[config.mk]
export PLATFORM = sky130hd
export DESIGN_NAME = video_palsched
export DESIGN_NICKNAME = d
export VERILOG_FILES = /design/src/rtl/video_palsched.sv
export SDC_FILE = /design/constraint.sdc
export NUM_CORES = 1
export LEC_CHECK = 0
export CORE_MARGIN = 2
export CORE_UTILIZATION = 49
export DETAILED_ROUTE_END_ITERATION = 16
export PLACE_DENSITY = 0.76
export SLEW_MARGIN = 0
export SYNTH_ARGS = -nofsm -noshare
export SYNTH_HDL_FRONTEND = slang
export SYNTH_SLANG_ARGS = --single-unit
[constraint.sdc]
create_clock -name clk -period 3.69 [get_ports clk]
set_clock_uncertainty 0.2 [all_clocks]
set_input_delay 1.107 -clock clk [delete_from_list [all_inputs] [get_ports clk]]
set_output_delay 1.107 -clock clk [all_outputs]
set_load 0.03 [all_outputs]
[src/rtl/video_palsched.sv]
// Palette RAM write scheduler: arbitrates ATM/ULAplus palette writes into a small FIFO,
// drains one entry per clock (optionally only in blanking) and sequences the default ZX palette.
module video_palsched #(
    parameter int FIFO_DEPTH = 4
) (
    input  logic        clk,
    input  logic        rst_n,
    input  logic        hblank,
    input  logic        vblank,
    input  logic        defer_ena,
    input  logic        atm_req,
    input  logic [3:0]  atm_addr,
    input  logic [11:0] atm_data,
    output logic        atm_ack,
    input  logic        up_req,
    input  logic [5:0]  up_addr,
    input  logic [7:0]  up_data,
    output logic        up_ack,
    input  logic        init_start,
    output logic        pal_we,
    output logic [7:0]  pal_addr,
    output logic [11:0] pal_wdata,
    output logic        busy,
    output logic [4:0]  fifo_cnt
);
    localparam int PW = (FIFO_DEPTH > 1) ? $clog2(FIFO_DEPTH) : 1;
    localparam logic [4:0] DEPTH_C = 5'(FIFO_DEPTH);

    localparam logic [1:0] S_IDLE  = 2'd0;
    localparam logic [1:0] S_HOLD  = 2'd1;
    localparam logic [1:0] S_DRAIN = 2'd2;
    localparam logic [1:0] S_INIT  = 2'd3;

    // Default ZX colour: each set colour bit takes level A (normal) or F (bright, i[3]).
    function automatic logic [11:0] def_color(input logic [3:0] i);
        logic [3:0] lvl;
        lvl = i[3] ? 4'hF : 4'hA;
        return {i[1] ? lvl : 4'h0, i[2] ? lvl : 4'h0, i[0] ? lvl : 4'h0};
    endfunction

    logic [1:0]    state_q, state_d;
    logic [4:0]    cnt_q, cnt_d;
    logic [PW-1:0] wptr_q, wptr_d, rptr_q, rptr_d;
    logic [3:0]    init_cnt_q, init_cnt_d;
    logic          atm_ack_q, atm_ack_d, up_ack_q, up_ack_d;
    logic          pal_we_q, pal_we_d, busy_q, busy_d;
    logic [7:0]    pal_addr_q, pal_addr_d;
    logic [11:0]   pal_wdata_q, pal_wdata_d;
    logic [19:0]   mem_q [FIFO_DEPTH];

    logic        in_init, drain_ok, push_ok, atm_take, up_take, push, pop;
    logic [11:0] up_fmt;
    logic [19:0] push_entry;

    always_comb begin
        in_init  = (state_q == S_INIT);
        drain_ok = !defer_ena | hblank | vblank;
        // Push decision uses pre-edge occupancy, so a full FIFO blocks even with a same-edge pop.
        push_ok  = !in_init && !init_start && (cnt_q < DEPTH_C);
        atm_take = push_ok && atm_req && !atm_ack_q;
        up_take  = push_ok && !atm_take && up_req && !up_ack_q;
        push     = atm_take | up_take;
        pop      = !in_init && !init_start && (cnt_q != 5'd0) && drain_ok;
        up_fmt   = {up_data[7:5], up_data[7], up_data[4:2], up_data[4],
                    up_data[1:0], |up_data[1:0], up_data[1]};
        push_entry = atm_take ? {4'd0, atm_addr, atm_data} : {2'b10, up_addr, up_fmt};

        state_d     = state_q;
        cnt_d       = cnt_q;
        wptr_d      = wptr_q;
        rptr_d      = rptr_q;
        init_cnt_d  = init_cnt_q;
        atm_ack_d   = atm_take;
        up_ack_d    = up_take;
        pal_we_d    = 1'b0;
        pal_addr_d  = pal_addr_q;
        pal_wdata_d = pal_wdata_q;

        if (init_start) begin
            state_d     = S_INIT;
            cnt_d       = 5'd0;
            wptr_d      = '0;
            rptr_d      = '0;
            init_cnt_d  = 4'd0;
            pal_we_d    = 1'b1;
            pal_addr_d  = 8'h00;
            pal_wdata_d = def_color(4'd0);
        end else if (in_init) begin
            if (init_cnt_q == 4'hF) begin
                state_d = S_IDLE;
            end else begin
                init_cnt_d  = init_cnt_q + 4'd1;
                pal_we_d    = 1'b1;
                pal_addr_d  = {4'd0, init_cnt_d};
                pal_wdata_d = def_color(init_cnt_d);
            end
        end else begin
            if (push) wptr_d = wptr_q + PW'(1);
            if (pop) begin
                rptr_d                    = rptr_q + PW'(1);
                pal_we_d                  = 1'b1;
                {pal_addr_d, pal_wdata_d} = mem_q[rptr_q];
            end
            cnt_d = cnt_q + {4'd0, push} - {4'd0, pop};
            if (cnt_d == 5'd0)  state_d = S_IDLE;
            else if (drain_ok)  state_d = S_DRAIN;
            else                state_d = S_HOLD;
        end
        busy_d = (state_d == S_INIT) | (cnt_d != 5'd0);
    end

    always_ff @(posedge clk or negedge rst_n) begin
        if (!rst_n) begin
            state_q     <= S_IDLE;
            cnt_q       <= 5'd0;
            wptr_q      <= '0;
            rptr_q      <= '0;
            init_cnt_q  <= 4'd0;
            atm_ack_q   <= 1'b0;
            up_ack_q    <= 1'b0;
            pal_we_q    <= 1'b0;
            pal_addr_q  <= 8'h00;
            pal_wdata_q <= 12'h000;
            busy_q      <= 1'b0;
        end else begin
            state_q     <= state_d;
            cnt_q       <= cnt_d;
            wptr_q      <= wptr_d;
            rptr_q      <= rptr_d;
            init_cnt_q  <= init_cnt_d;
            atm_ack_q   <= atm_ack_d;
            up_ack_q    <= up_ack_d;
            pal_we_q    <= pal_we_d;
            pal_addr_q  <= pal_addr_d;
            pal_wdata_q <= pal_wdata_d;
            busy_q      <= busy_d;
        end
    end

    // Storage needs no reset: occupancy and pointers define which entries are live.
    always_ff @(posedge clk) begin
        if (push) mem_q[wptr_q] <= push_entry;
    end

    assign atm_ack   = atm_ack_q;
    assign up_ack    = up_ack_q;
    assign pal_we    = pal_we_q;
    assign pal_addr  = pal_addr_q;
    assign pal_wdata = pal_wdata_q;
    assign busy      = busy_q;
    assign fifo_cnt  = cnt_q;
endmodule

==> key figures <==
Route
  – DRC viols: 0
  – Final wirelength: 10.5 mm
  – Via density: 5.36
  – Final ANT Viol Nets: 0
  – Wire per inst: 18.1 µm
  – Length of the first detailed-routing pass in iterations: 4
  – Initial DRC Count: 145
  – Vias: 3122

STA
  – Worst Tran Pin Value: 1.07 ns
  – Final period utilization: 97.5%
  – Fmax: 278 MHz
  – Headroom to the max-slew limit: 27.7%
  – Final setup vio count: 0
  – Final Hold Vio Count: 0
  – Hold slack final: 0.274 ns
  – Final Critical Period: 3.60 ns
  – Fin. max-slew vios: 0

Final layout
  – Commonest non-fill, non-tap cell in the layout: edfxtp_1
  – Commonest cells after routing, fill and taps aside: edfxtp_1 (76), clkdlybuf4s50_1 (58), dfrtp_1 (38), buf_4 (38), nand2_1 (29)
  – Fin util: 67.3%
  – Syn-to-layout area delta: 33.9%
  – Diode count: 0
  – Final Net Count: 488
  – Layout cells sized above 1: 27.1%

Floorplan
  – Boundary Pins: 67
  – Core area: 9730 µm²
  – Cell Rows: 36
  – Die W: 104 µm
  – Area of the die: 10800 µm²
  – Die Y: 104 µm
  – Initial Utilization: 50.3%

Min path
  – Hold endpoint: pal_wdata[2]
  – HP Start: pal_wdata[2]
  – Hold depth: 2
  – Hold Path Class: register to register

Synth
  – Ys async rst share: 33.3%
  – Mapped Avg Cell Area: 14.9 µm²
  – Synth Flop Type: edfxtp_1
  – Number of synthesized flops with an enable pin: 76
  – Unique masters post-synth: 38
  – Part of the Yosys area used for sequential elements: 66.1%
  – Post-synthesis register bit count: 114
  – Net Count, Synth: 379
  – Yosys warns: 0
  – Cell count after synthesis: 328
  – Syn Std Cell Area: 4890 µm²

Critical path
  – CP Capture Type: register
  – CP required: 3.87 ns
  – R2R cell count: 15
  – Crit Reg-Reg Endpoint: busy
  – Startpoint Class: primary input
  – Crit Path Max Fanout: 2
  – Crit Path Class: primary input to register
  – R2R Setup Slk: 0.13 ns
  – Worst R2R Start: fifo_cnt[3]
  – CP startpoint: vblank
  – WP data arrival: 3.78 ns

GRT
  – Total gr overflow: 0
  – Largest net degree at the start of global routing: 39
  – Antenna violations before repair: 0
  – Number of global-route vias before repair: 3240
  – Overall routing resource usage: 20.8%
  – First-pass GRT wire length: 16.8 mm

Clock network
  – H-tree depth: 4
  – Worst-Skew Late Latency: 0.51 ns
  – Root Buffer: clkbuf_8
  – CTS hold repair buffers: 0
  – CTS Buf Count: 17
  – Clock transition at path regs: 0.06 ns
  – CTS Sinks: 114
  – Clock Path Buffers: 2
  – CTS tree: yes

Place
  – Gpl congestion: 0.841
  – Dpl hpwl: 6.46 mm
  – Port bufs: 65

Run status
  – Status: complete, no violations

Flow run
  – Max-Cap Viols: 0

Power and ir drop
  – Worst vdd ir: 0.317 mV
  – Leak Pwr: 2.45 nW
  – Pwr dens: 588 nW/µm²
[flip-flops by register name, summed over array words and instances (netlist names)]
name,count
rptr_q,2
fifo_cnt,5
mem_q,76
state_q,2
busy,1
pal_addr,7
pal_we,1
pal_wdata,12
atm_ack,1
wptr_q,2
init_cnt_q,4
up_ack,1
[report_power, final]
| part | switching (mW) | total, mW | leakage (nW) | internal [mW] |
|---|---|---|---|---|
| clock network | 0.604 | 1.50 | 0.253 | 0.895 |
| registers | 0.0606 | 1.52 | 1.19 | 1.46 |
| logic | 0.457 | 0.825 | 1.01 | 0.368 |
[cell families (layout without fill, tap and decap cells)]
family / count (synthesis) / in the layout / synth area share, %
AO/OA/AOI/OAI: 47 / 47 / 5.75
XOR/XNOR: 10 / 10 / 1.79
adder cells (fa/ha/maj): 13 / 13 / 3.48
buffers and inverters: 28 / 150 / 2.38
flip-flops: 114 / 114 / 66.1
multiplexers: 36 / 36 / 12.6
other: 1 / 1 / 0.0767
AND/OR/NAND/NOR: 79 / 79 / 7.83
[area by class of cell]
type,instances,area [µm²]
Sequential cell,114,3230
Fill cell,684,3180
Multi-Input combinational cell,186,1600
Timing Repair Buffer,105,951
Clock buffer,17,414
Tap cell,133,166
Clock inverter,15,133
Inverter,13,48.8
[critical path, stage by stage]
cell and delay, ns:
dlygate4sd2_1 0.26, nor3b_4 0.27, nor4_4 0.06, ha_1 0.31, inv_1 0.06, ha_2 0.17, inv_2 0.04, fa_2 0.35
xnor2_2 0.15, nand2_1 0.11, a21oi_2 0.06, or4_1 0.50, or3_1 0.32
[routing by layer]
| layer | up-vias | routed length [µm] | GRT usage, % | part of all wire [%] |
|---|---|---|---|---|
| met5 | - | 0 | 0 | 0 |
| met4 | 0 | 164 | 8.69 | 1.6 |
| met3 | 14 | 605 | 5.83 | 5.7 |
| met2 | 103 | 5390 | 34.5 | 51 |
| met1 | 1572 | 4370 | 25.7 | 41 |
| li1 | 1433 | - | - | - |
[cell usage after synthesis (2+ instances only)]
cell type | instances | area share, %
a211oi_1 | 2 | 0.31
buf_2 | 6 | 0.61
nor2b_1 | 3 | 0.38
a22oi_1 | 6 | 0.92
nand2_1 | 29 | 2.2
clkbuf_1 | 8 | 0.61
mux2_2 | 15 | 3.5
ha_1 | 12 | 3.1
nor2_1 | 18 | 1.4
edfxtp_1 | 76 | 47
nor3_1 | 4 | 0.41
mux4_2 | 19 | 8.7
nand2b_1 | 3 | 0.38
xor2_1 | 4 | 0.72
mux2i_1 | 2 | 0.41
o21ai_0 | 17 | 1.7
a21oi_1 | 18 | 1.8
and2_1 | 7 | 0.90
nor3b_1 | 2 | 0.31
xnor2_1 | 6 | 1.1
nand3_1 | 5 | 0.51
inv_1 | 13 | 1.0
dfrtp_1 | 38 | 19
[worst max path at each step]
stage	endpoint	slack, ns	cells after the start
after detailed placement	busy	-0.57	13
after global routing	busy	-0.009	15
after CTS	busy	0.04	16
after floorplan	busy	-0.17	12
after global placement	busy	-0.51	13
final	busy	0.09	13
[through the flow]
| step | power [mW] | setup TNS [ns] | area (µm²) | worst slack (ns) | cells |
|---|---|---|---|---|---|
| final | 3.85 | 0 | 6550 | 0.0938 | 583 |
| after global routing | 3.99 | -0.00916 | 6550 | -0.00916 | 583 |
| after CTS | 3.86 | 0 | 6540 | 0.0413 | 582 |
| after detailed placement | 2.33 | -1.33 | 5840 | -0.573 | 531 |
| after global placement | 2.31 | -1.13 | 5840 | -0.511 | 531 |
| after floorplan | 2.02 | -0.172 | 4930 | -0.172 | 328 |
[what timing repair did]
item	in CTS	in global routing
endpoints found under the hold margin	0	0
endpoints found under the setup margin	1	1
pin swaps	9	5
setup buffers	19	1
resized for setup	11	4
No activity file was read; power rests on OpenSTA's default activity.
